===== config.mk =====
export PLATFORM = sky130hd
export DESIGN_NAME = instruction_fetch_unit_flat
export DESIGN_NICKNAME = d
export VERILOG_FILES = /design/src/rtl/instruction_fetch_unit_pkg.sv /design/src/rtl/instruction_fetch_unit_if.sv /design/src/rtl/fetch_pc_gen.sv /design/src/rtl/instruction_fetch_unit.sv /design/src/flat_wrapper.sv
export SDC_FILE = /design/constraint.sdc
export NUM_CORES = 1
export LEC_CHECK = 0
export ABC_CLOCK_PERIOD_IN_PS = 7800
export CORE_MARGIN = 8
export CORE_UTILIZATION = 44
export CTS_CLUSTER_DIAMETER = 150
export CTS_CLUSTER_SIZE = 10
export DETAILED_ROUTE_END_ITERATION = 16
export PLACE_DENSITY = 0.87
export SLEW_MARGIN = 10
export SYNTH_ARGS = -nofsm -noshare
export SYNTH_HDL_FRONTEND = slang
export SYNTH_HIERARCHICAL = 1
export SYNTH_SLANG_ARGS = --single-unit

===== constraint.sdc =====
create_clock -name clk -period 7.8 [get_ports clk]
set_input_delay 0.78 -clock clk [delete_from_list [all_inputs] [get_ports clk]]
set_output_delay 0.78 -clock clk [all_outputs]
set_load 0.05 [all_outputs]

===== src/rtl/instruction_fetch_unit_pkg.sv =====
// Shared fetch definitions: FSM states, reset vector, widths.
// Also the FIFO write-port bundle used by the fetch unit.
package instruction_fetch_unit_pkg;

  localparam int INST_W  = 32;
  localparam int FETCH_W = 64;

  localparam logic [31:0] RESET_PC = 32'hBFC0_0000;

  typedef enum logic [1:0] {
    IDLE,
    REQ,
    WAIT,
    DISCARD
  } fetch_state_t;

  typedef struct packed {
    logic              en;
    logic [INST_W-1:0] data;
    logic [31:0]       addr;
  } fifo_wr_t;

  function automatic logic [31:0] align8(
    input logic [31:0] a
  );
    return {a[31:3], 3'b000};
  endfunction

endpackage


===== src/rtl/instruction_fetch_unit_if.sv =====
// Fetch-side bus: icache addr/data handshake plus the
// dual-issue FIFO write port and its full/flush flags.
interface instruction_fetch_unit_if;
  import instruction_fetch_unit_pkg::*;

  logic               inst_req;
  logic [31:0]        inst_addr;
  logic               inst_addr_ok;
  logic [FETCH_W-1:0] inst_rdata;
  logic               inst_data_ok;

  logic               fifo_full;
  logic               fifo_flush;

  logic               write_en1;
  logic               write_en2;
  logic [INST_W-1:0]  write_data1;
  logic [INST_W-1:0]  write_data2;
  logic [31:0]        write_address1;
  logic [31:0]        write_address2;

  modport master (
    output inst_req,
    output inst_addr,
    input  inst_addr_ok,
    input  inst_rdata,
    input  inst_data_ok,
    input  fifo_full,
    output fifo_flush,
    output write_en1,
    output write_en2,
    output write_data1,
    output write_data2,
    output write_address1,
    output write_address2
  );

  modport slave (
    input  inst_req,
    input  inst_addr,
    output inst_addr_ok,
    output inst_rdata,
    output inst_data_ok,
    output fifo_full,
    input  fifo_flush,
    input  write_en1,
    input  write_en2,
    input  write_data1,
    input  write_data2,
    input  write_address1,
    input  write_address2
  );

endinterface


===== src/rtl/fetch_pc_gen.sv =====
// Fetch PC register: reset vector, redirect target or
// sequential advance by one (+4) or two (+8) words.
module fetch_pc_gen #(
  parameter logic [31:0] RESET_PC =
    instruction_fetch_unit_pkg::RESET_PC
) (
  input  logic        clk,
  input  logic        rst,
  input  logic        redirect_valid,
  input  logic [31:0] redirect_pc,
  input  logic        adv8,
  input  logic        adv4,
  output logic [31:0] pc
);

  logic [31:0] pc_nxt;

  always_comb begin
    pc_nxt = pc;
    unique case (1'b1)
      redirect_valid:
        pc_nxt = {redirect_pc[31:2], 2'b00};
      adv8:
        pc_nxt = pc + 32'd8;
      adv4:
        pc_nxt = pc + 32'd4;
      default: ;
    endcase
  end

  always_ff @(posedge clk) begin
    if (!rst) begin
      pc <= RESET_PC;
    end else begin
      pc <= pc_nxt;
    end
  end

endmodule


===== src/rtl/instruction_fetch_unit.sv =====
// Fetch FSM: one outstanding icache request, pushes the
// returned words into the instruction FIFO write port.
module instruction_fetch_unit #(
  parameter logic [31:0] RESET_PC =
    instruction_fetch_unit_pkg::RESET_PC
) (
  input  logic        clk,
  input  logic        rst,
  input  logic        redirect_valid,
  input  logic [31:0] redirect_pc,
  instruction_fetch_unit_if.master bus
);
  import instruction_fetch_unit_pkg::*;

  fetch_state_t state;
  fetch_state_t state_nxt;

  logic [31:0] pc;
  logic [31:0] req_pc;
  logic        discard;
  logic        discard_nxt;

  logic issue;
  logic accept;
  logic resp;
  logic deliver;
  logic adv8;
  logic adv4;

  fifo_wr_t wr1;
  fifo_wr_t wr2;

  assign issue   = (state == IDLE) &&
                   !bus.fifo_full &&
                   !redirect_valid;
  assign accept  = (state == REQ) && bus.inst_addr_ok;
  assign resp    = bus.inst_data_ok;
  assign deliver = (state == WAIT) && resp &&
                   !redirect_valid;
  assign adv8    = deliver && !req_pc[2];
  assign adv4    = deliver && req_pc[2];

  fetch_pc_gen #(
    .RESET_PC(RESET_PC)
  ) u_pc_gen (
    .clk            (clk),
    .rst            (rst),
    .redirect_valid (redirect_valid),
    .redirect_pc    (redirect_pc),
    .adv8           (adv8),
    .adv4           (adv4),
    .pc             (pc)
  );

  always_ff @(posedge clk) begin
    if (!rst) begin
      state <= IDLE;
    end else begin
      state <= state_nxt;
    end
  end

  // req_pc freezes the request address even if pc is redirected
  always_ff @(posedge clk) begin
    if (!rst) begin
      req_pc  <= RESET_PC;
      discard <= 1'b0;
    end else begin
      if (issue) begin
        req_pc <= pc;
      end
      discard <= discard_nxt;
    end
  end

  always_comb begin
    state_nxt   = state;
    discard_nxt = discard;
    unique case (state)
      IDLE: begin
        if (issue) begin
          state_nxt = REQ;
        end
      end
      REQ: begin
        if (accept) begin
          discard_nxt = 1'b0;
          state_nxt   = (discard || redirect_valid) ?
                        DISCARD : WAIT;
        end else if (redirect_valid) begin
          discard_nxt = 1'b1;
        end
      end
      WAIT: begin
        if (resp) begin
          state_nxt = IDLE;
        end else if (redirect_valid) begin
          state_nxt = DISCARD;
        end
      end
      DISCARD: begin
        if (resp) begin
          state_nxt = IDLE;
        end
      end
      default: state_nxt = IDLE;
    endcase
  end

  // odd-word requests only keep the upper half of the line
  always_comb begin
    wr1 = '0;
    wr2 = '0;
    if (deliver && rst) begin
      wr1.en   = 1'b1;
      wr1.addr = req_pc;
      if (req_pc[2]) begin
        wr1.data = bus.inst_rdata[63:32];
      end else begin
        wr1.data = bus.inst_rdata[31:0];
        wr2.en   = 1'b1;
        wr2.data = bus.inst_rdata[63:32];
        wr2.addr = req_pc + 32'd4;
      end
    end
  end

  assign bus.inst_req       = rst && (state == REQ);
  assign bus.inst_addr      = bus.inst_req ?
                              align8(req_pc) : '0;
  assign bus.fifo_flush     = !rst || redirect_valid;
  assign bus.write_en1      = wr1.en;
  assign bus.write_en2      = wr2.en;
  assign bus.write_data1    = wr1.data;
  assign bus.write_data2    = wr2.data;
  assign bus.write_address1 = wr1.addr;
  assign bus.write_address2 = wr2.addr;

endmodule


===== src/flat_wrapper.sv =====
// flat-port wrapper written by rule: the top's interface ports become plain ports
module instruction_fetch_unit_flat import instruction_fetch_unit_pkg::*;
#(
  parameter logic [31:0] RESET_PC =
    instruction_fetch_unit_pkg::RESET_PC
)
  (clk, rst, redirect_valid, redirect_pc, bus_inst_req, bus_inst_addr, bus_inst_addr_ok, bus_inst_rdata, bus_inst_data_ok, bus_fifo_full, bus_fifo_flush, bus_write_en1, bus_write_en2, bus_write_data1, bus_write_data2, bus_write_address1, bus_write_address2);
  instruction_fetch_unit_if bus_i ();
  input  logic clk;
  input  logic rst;
  input  logic redirect_valid;
  input  logic [31:0] redirect_pc;
  output wire logic [$bits(bus_i.inst_req)-1:0] bus_inst_req;
  output wire logic [$bits(bus_i.inst_addr)-1:0] bus_inst_addr;
  input wire logic [$bits(bus_i.inst_addr_ok)-1:0] bus_inst_addr_ok;
  input wire logic [$bits(bus_i.inst_rdata)-1:0] bus_inst_rdata;
  input wire logic [$bits(bus_i.inst_data_ok)-1:0] bus_inst_data_ok;
  input wire logic [$bits(bus_i.fifo_full)-1:0] bus_fifo_full;
  output wire logic [$bits(bus_i.fifo_flush)-1:0] bus_fifo_flush;
  output wire logic [$bits(bus_i.write_en1)-1:0] bus_write_en1;
  output wire logic [$bits(bus_i.write_en2)-1:0] bus_write_en2;
  output wire logic [$bits(bus_i.write_data1)-1:0] bus_write_data1;
  output wire logic [$bits(bus_i.write_data2)-1:0] bus_write_data2;
  output wire logic [$bits(bus_i.write_address1)-1:0] bus_write_address1;
  output wire logic [$bits(bus_i.write_address2)-1:0] bus_write_address2;
  assign bus_inst_req = bus_i.inst_req;
  assign bus_inst_addr = bus_i.inst_addr;
  assign bus_i.inst_addr_ok = bus_inst_addr_ok;
  assign bus_i.inst_rdata = bus_inst_rdata;
  assign bus_i.inst_data_ok = bus_inst_data_ok;
  assign bus_i.fifo_full = bus_fifo_full;
  assign bus_fifo_flush = bus_i.fifo_flush;
  assign bus_write_en1 = bus_i.write_en1;
  assign bus_write_en2 = bus_i.write_en2;
  assign bus_write_data1 = bus_i.write_data1;
  assign bus_write_data2 = bus_i.write_data2;
  assign bus_write_address1 = bus_i.write_address1;
  assign bus_write_address2 = bus_i.write_address2;
  instruction_fetch_unit #(.RESET_PC(RESET_PC)) u_core (.clk(clk), .rst(rst), .redirect_valid(redirect_valid), .redirect_pc(redirect_pc), .bus(bus_i));
endmodule

==> run metrics, run 1 <==
status=complete, no violations; drt drc=0; initial antenna violation count=0; Crit path top cell by count=clkdlybuf4s50_1; Pre-Repair DR Iteration Count=6; CP Capture Type=output port; CTS tree=done; Tot Pwr=about 0.00099 W; All-Layer GR Usage=0.282; period utilization=0.728; max incr delay on CP=approximately 1.1 ns; DPL Wire Length=17.7 mm; RSZ-0062 raised after global routing=no; GRT Residual Overflow=0; cts bufs inserted=9; Die X-Extent=125 µm; I/O Pins=266; Avg WL per Cell=21.3 µm; Hold Path Sink=u_core/req_pc[0]$_SDFFE_PN0P_; hold crit path type=reg2reg; fillers=1,021; min-delay src=u_core/req_pc[0]$_SDFFE_PN0P_; Starting Density=0.445; hold_buf cts=0; yosys warns=6; CTS max path bufs=2; Cell Area, Placed=7850 µm²; Final Instance Count excl. Fillers=approximately 1,100; async set-or-reset flop fraction in the synthesized netlist=0; Crit Path Category=in2out; TNS Setup=0 ns; cell area after layout=8140 µm²; CTS Sinks=65; post-synth design cell area=5270 µm²; Worst Path Max Fanout=64; biggest area consumer among synthesized cells=dfxtp_1; Reg2Reg Launch Point=u_core/state[1]$_SDFFE_PN0P_; core area=11,900 µm²; share of layout cells above drive strength 1=0.0465; gpl congestion=0.953; WL final=23.7 mm; via/cell ratio=5.91; leakage power=3.02 nW; top-area cell type share of the netlist area=0.247; Vias=6,587; synth top area cells=dfxtp_1 (25%), and3_1 (7.8%), and2_1 (7.6%); nets@finish=around 1,100; clk_lat worst skew=0.33 ns; Setup-failing EPs final=0; Post-Syn Area per Cell=7.05 µm²; Cells after Synth=~750; pin count of the biggest net entering global routing=77; Die Y-Extent=around 130 µm; sequential element share of the synthesized area=0.247; slew margin rel.=0.223; Post-CTS Setup Bufs=0; Primary FF master, synth=dfxtp_1; Pins Over Slew Limit=0; diode count=0; Area Growth Syn to Fin=54.4%; post-layout util=0.687; register-to-register setup slack=3.95 ns; Slew @ Worst Pin=1.16 ns; EDFF count, synth=0; Max VDD drop=between 0.0001 and 0.00015 V; DRT antenna net count=0; synth unique cells=72; Critical Path Slowest Stage Cell=nor2_4; DR iter-0 viols=731; max_cap viols=0; Hold Path Cell Cnt=2; count leader, synth=nand2_1; CTS clk-pin slew, worst paths=0.05 ns; CP required=7.02 ns; Fin. Hold Viols=0; PD cells=121 nW/µm²; Resize count post-CTS=0; Final Critical Period=5.68 ns; Setup crit start kind=input port; commonest cells in the synthesized netlist=nand2_1 (94), nor2_1 (67), and3_1 (66), dfxtp_1 (65), and2_1 (64); row count=40; Worst Skew=0.0102 ns; FF-to-FF path depth=7; first-pass GRT wire length=35.6 mm; crit-path cells=clkdlybuf4s50_1 -> and4bb_2 -> nand2_2 -> nor2_4 -> and2_1 -> clkdlybuf4s50_1; CTS H-tree depth=3; PortBufs=260; vias in the first global route=5,923; reg-to-reg endpoint=u_core/u_pc_gen/pc[16]$_SDFFE_PN0N_; crit path DAT=between 4 and 5 ns; CTS root buf=clkbuf_16; fmax=176 MHz; post-placement cell count=1,099; die area=15,700 µm²; Synth Register Bits=65
metal layers:
layer  global-route usage  share of wire  wire, µm  up-vias
met5                    0              0         0        -
met1                0.336           0.40      9370     3015
li1                     -              -         -     3091
met3               0.0620          0.090      2140       65
met4               0.0752          0.025       585        0
met2                0.496           0.49     11600      416
critical path, delay by kind of cell:
family / cells / cell delay, ns
and+or+nand+nor: 4 / 2.72
buffers and inverters: 2 / 1.36
flip-flops by register name (all words and copies together), names as in the netlist:
signal	count
u_core/state	2
u_core/req_pc	32
u_core/discard	1
u_core/u_pc_gen/pc	30
placed cells by master (no fill, tap or decap), drive strengths merged, types with 5 or more instances in the layout:
master	count
a211oi	8
a21boi	27
a21oi	25
a221oi	8
a22oi	8
a31oi	9
and2	65
and3	66
buf	8
clkbuf	11
clkdlybuf4s50	259
conb	5
dfxtp	65
inv	13
mux2i	34
nand2	95
nand3	30
nand4	22
nor2	68
nor2b	7
nor3	15
nor4	5
o21a	9
o21ai	29
o31ai	9
or2	5
or3	5
cell type report:
cell class,count,area [µm²],share of cell area
timing repair buffer,267,2650,0.325
clock inverter,5,55.1,0.00676
multi-input combinational,606,3660,0.449
tap,147,184,0.0226
clock buffer,11,243,0.0298
inverter,14,52.6,0.00645
sequential,65,1300,0.160
where the power goes:
group          switching (W)  internal [W]  total [W]
Combinational       0.000103     0.0000943   0.000197
Sequential         0.0000361      0.000354   0.000390
Clock               0.000146      0.000255   0.000401
Total               0.000285      0.000703   0.000988
how the worst max path moves through the flow:
stage                        start                      to  slack, ns
floorplan           redirect_valid  bus_write_address2[18]       4.54
global placement    redirect_valid     bus_write_data2[17]       2.15
detailed placement  redirect_valid     bus_write_data2[17]       2.15
CTS                 redirect_valid     bus_write_data2[17]       2.12
global route        redirect_valid     bus_write_data2[27]       1.87
finish              redirect_valid     bus_write_data2[19]       2.12
stage by stage:
stage	hold slack [ns]	worst slack, ns
after floorplan	0.436	4.54
after global placement	0.452	2.15
after detailed placement	0.465	2.15
after CTS	0.473	2.12
after global routing	0.494	1.87
final	0.471	2.12
logic make-up after synthesis:
| group | share of synthesized area |
|---|---|
| flip-flops | 0.247 |
| adder cells (fa/ha/maj) | 0.00474 |
| buffers and inverters | 0.0645 |
| XOR/XNOR | 0.00997 |
| other | 0.00142 |
| multiplexers | 0.0667 |
| AND/OR/NAND/NOR | 0.396 |
| AO/OA/AOI/OAI | 0.210 |
(Power assumes the default switching activity.)
==> inputs of run 2 (changes only) <==
--- a/config.mk
+++ b/config.mk
@@ -5,13 +5,13 @@
 export SDC_FILE = /design/constraint.sdc
 export NUM_CORES = 1
 export LEC_CHECK = 0
-export ABC_CLOCK_PERIOD_IN_PS = 7800
+export ABC_CLOCK_PERIOD_IN_PS = 5890
 export CORE_MARGIN = 8
-export CORE_UTILIZATION = 44
+export CORE_UTILIZATION = 41
 export CTS_CLUSTER_DIAMETER = 150
 export CTS_CLUSTER_SIZE = 10
 export DETAILED_ROUTE_END_ITERATION = 16
-export PLACE_DENSITY = 0.87
+export PLACE_DENSITY = 0.82
 export SLEW_MARGIN = 10
 export SYNTH_ARGS = -nofsm -noshare
 export SYNTH_HDL_FRONTEND = slang
==> constraint.sdc (replaced) <==
create_clock -name clk -period 5.89 [get_ports clk]
set_input_delay 0.589 -clock clk [delete_from_list [all_inputs] [get_ports clk]]
set_output_delay 0.589 -clock clk [all_outputs]
set_load 0.05 [all_outputs]
==> run 2 against run 1 <==
Compared with the run above: global-route usage down 1.1 points; critical path depth grew 1; clock power increased by 37%; largest cell class unchanged; register-to-register slack lost 1.8 ns; critical path type unchanged; sequential share of layout area about the same; sequential cell count stayed put; routed wire length is 2.6% higher; via count is 1.4% higher; non-clock buffer count up 3.
==> run metrics, run 2 (synthesized netlist as in run 1, its figures left out) <==
status=complete, no violations; hold crit path type=reg2reg; max reg flops=32; Crit Path Category=in2out; gpl congestion=0.960; GRT Residual Overflow=0; CP Launch Point=redirect_valid; Worst Path Max Fanout=34; CTS clk-pin slew, worst paths=0.06 ns; cts bufs inserted=9; FF-to-FF path depth=7; die area=16,700 µm²; Avg WL per Cell=21.3 µm; biggest regs=u_core/req_pc x32, u_core/u_pc_gen/pc x30, u_core/state x2; Resize count post-CTS=0; Post-CTS Setup Bufs=0; CTS Sinks=65; CTS root buf=clkbuf_16; share of layout cells above drive strength 1=0.0711; Vias=6,681; CP required=5.30 ns; crit path DAT=between 3 and 4 ns; DR iter-0 viols=772; Most flops, register=u_core/req_pc; Worst Skew=about 0.0063 ns; Setup crit end=bus_write_address2[10]; Max VDD drop=0.000132 V; DPL Wire Length=18.2 mm; pin count of the biggest net entering global routing=68; diode count=0; reg-to-reg endpoint=u_core/u_pc_gen/pc[25]$_SDFFE_PN1N_; CTS tree=done; Setup-failing EPs final=0; commonest non-fill, non-tap cells in the layout=clkdlybuf4s50_1 (238), nand2_1 (94), nor2_1 (67); register-to-register setup slack=between 2 and 2.5 ns; WL final=24.3 mm; leakage power=~3.1 nW; Pre-Repair DR Iteration Count=5; RSZ-0062 raised after global routing=no; Area Growth Syn to Fin=54.5%; hold_buf cts=0; clk_lat worst skew=0.34 ns; I/O Pins=266; Starting Density=0.420; row count=41; PortBufs=260; via/cell ratio=5.85; Die Y-Extent=roughly 130 µm; drt drc=0; most common cell after layout, fill and taps aside=clkdlybuf4s50_1; Slew @ Worst Pin=1.19 ns; TNS Setup=0 ns; Fin. Hold Viols=0; initial antenna violation count=0; first-pass GRT wire length=35.5 mm; fillers=1,123; All-Layer GR Usage=0.270; slew margin rel.=0.205; Reg2Reg Launch Point=u_core/state[0]$_SDFFE_PN0P_; nets@finish=about 1,100; DRT antenna net count=0; vias in the first global route=6,000; Pins Over Slew Limit=0; Final Critical Period=4.53 ns; CTS max path bufs=2; max_cap viols=0; core area=12,600 µm²; PD cells=163 nW/µm²; CTS H-tree depth=3; Setup crit start kind=input port; period utilization=0.770; Die X-Extent=about 130 µm; Tot Pwr=0.00133 W; CP Capture Type=output port; fmax=221 MHz
run 2: changes by cell type in the layout (fill, tap and decap cells not counted), sizes merged:
cell           change
clkbuf             -1
clkinv             -1
inv                +1
buf               +24
clkinvlp           +1
clkdlybuf4s50     -21
run 2: area by class of cell:
class / count / area [µm²] / area share
inverter: 14 / 52.6 / 0.00645
tap: 172 / 215 / 0.0264
clock inverter: 6 / 66.3 / 0.00814
multi-input combinational: 606 / 3650 / 0.448
timing repair buffer: 270 / 2620 / 0.321
sequential: 65 / 1300 / 0.160
clock buffer: 10 / 239 / 0.0293
run 2: how the worst min path moves through the flow:
stage / cells after the start / slack [ns] / end / startpoint
global placement: 2 / 0.46 / u_core/req_pc[29]$_SDFFE_PN1P_ / u_core/u_pc_gen/pc[29]$_SDFFE_PN1N_
floorplan: 2 / 0.44 / u_core/req_pc[5]$_SDFFE_PN0P_ / u_core/u_pc_gen/pc[5]$_SDFFE_PN0N_
detailed placement: 2 / 0.46 / u_core/discard$_SDFFE_PN0P_ / u_core/discard$_SDFFE_PN0P_
finish: 2 / 0.48 / u_core/req_pc[2]$_SDFFE_PN0P_ / u_core/req_pc[2]$_SDFFE_PN0P_
CTS: 2 / 0.47 / u_core/req_pc[1]$_SDFFE_PN0P_ / u_core/req_pc[1]$_SDFFE_PN0P_
global route: 2 / 0.49 / u_core/req_pc[2]$_SDFFE_PN0P_ / u_core/req_pc[2]$_SDFFE_PN0P_
run 2: power breakdown:
part           total, W  switching, W  leakage (nW)  internal (W)
clock          0.000548      0.000209         0.141      0.000339
sequential     0.000516     0.0000481         0.534      0.000468
combinational  0.000261      0.000136          2.40      0.000125
total           0.00133      0.000393          3.07      0.000933
run 2: routing by layer:
metal,GRT usage,wire [µm]
met1,0.315,9160
met2,0.469,11700
met3,0.0657,2560
met4,0.104,915
met5,0,0
run 2: worst max-delay path, stage by stage:
cell and delay [ns]:
clkdlybuf4s50_1 0.52, and4bb_2 0.79, nand2_2 0.15, nor2_4 0.51, buf_4 0.38, and2_1 0.17
clkdlybuf4s50_1 0.81
run 2: stage by stage:
stage	hold slack (ns)	std cells	setup slack [ns]	utilization	instance area (µm²)
2_1_floorplan	0.436	751	3.01	-	5290
3_3_place_gp	0.455	1127	1.41	0.624	7850
3_5_place_dp	0.465	1127	1.38	0.624	7850
4_1_cts	0.474	1143	1.38	0.648	8150
5_1_grt	0.493	1143	1.20	0.648	8150
6_report	0.476	1143	1.36	0.648	8150
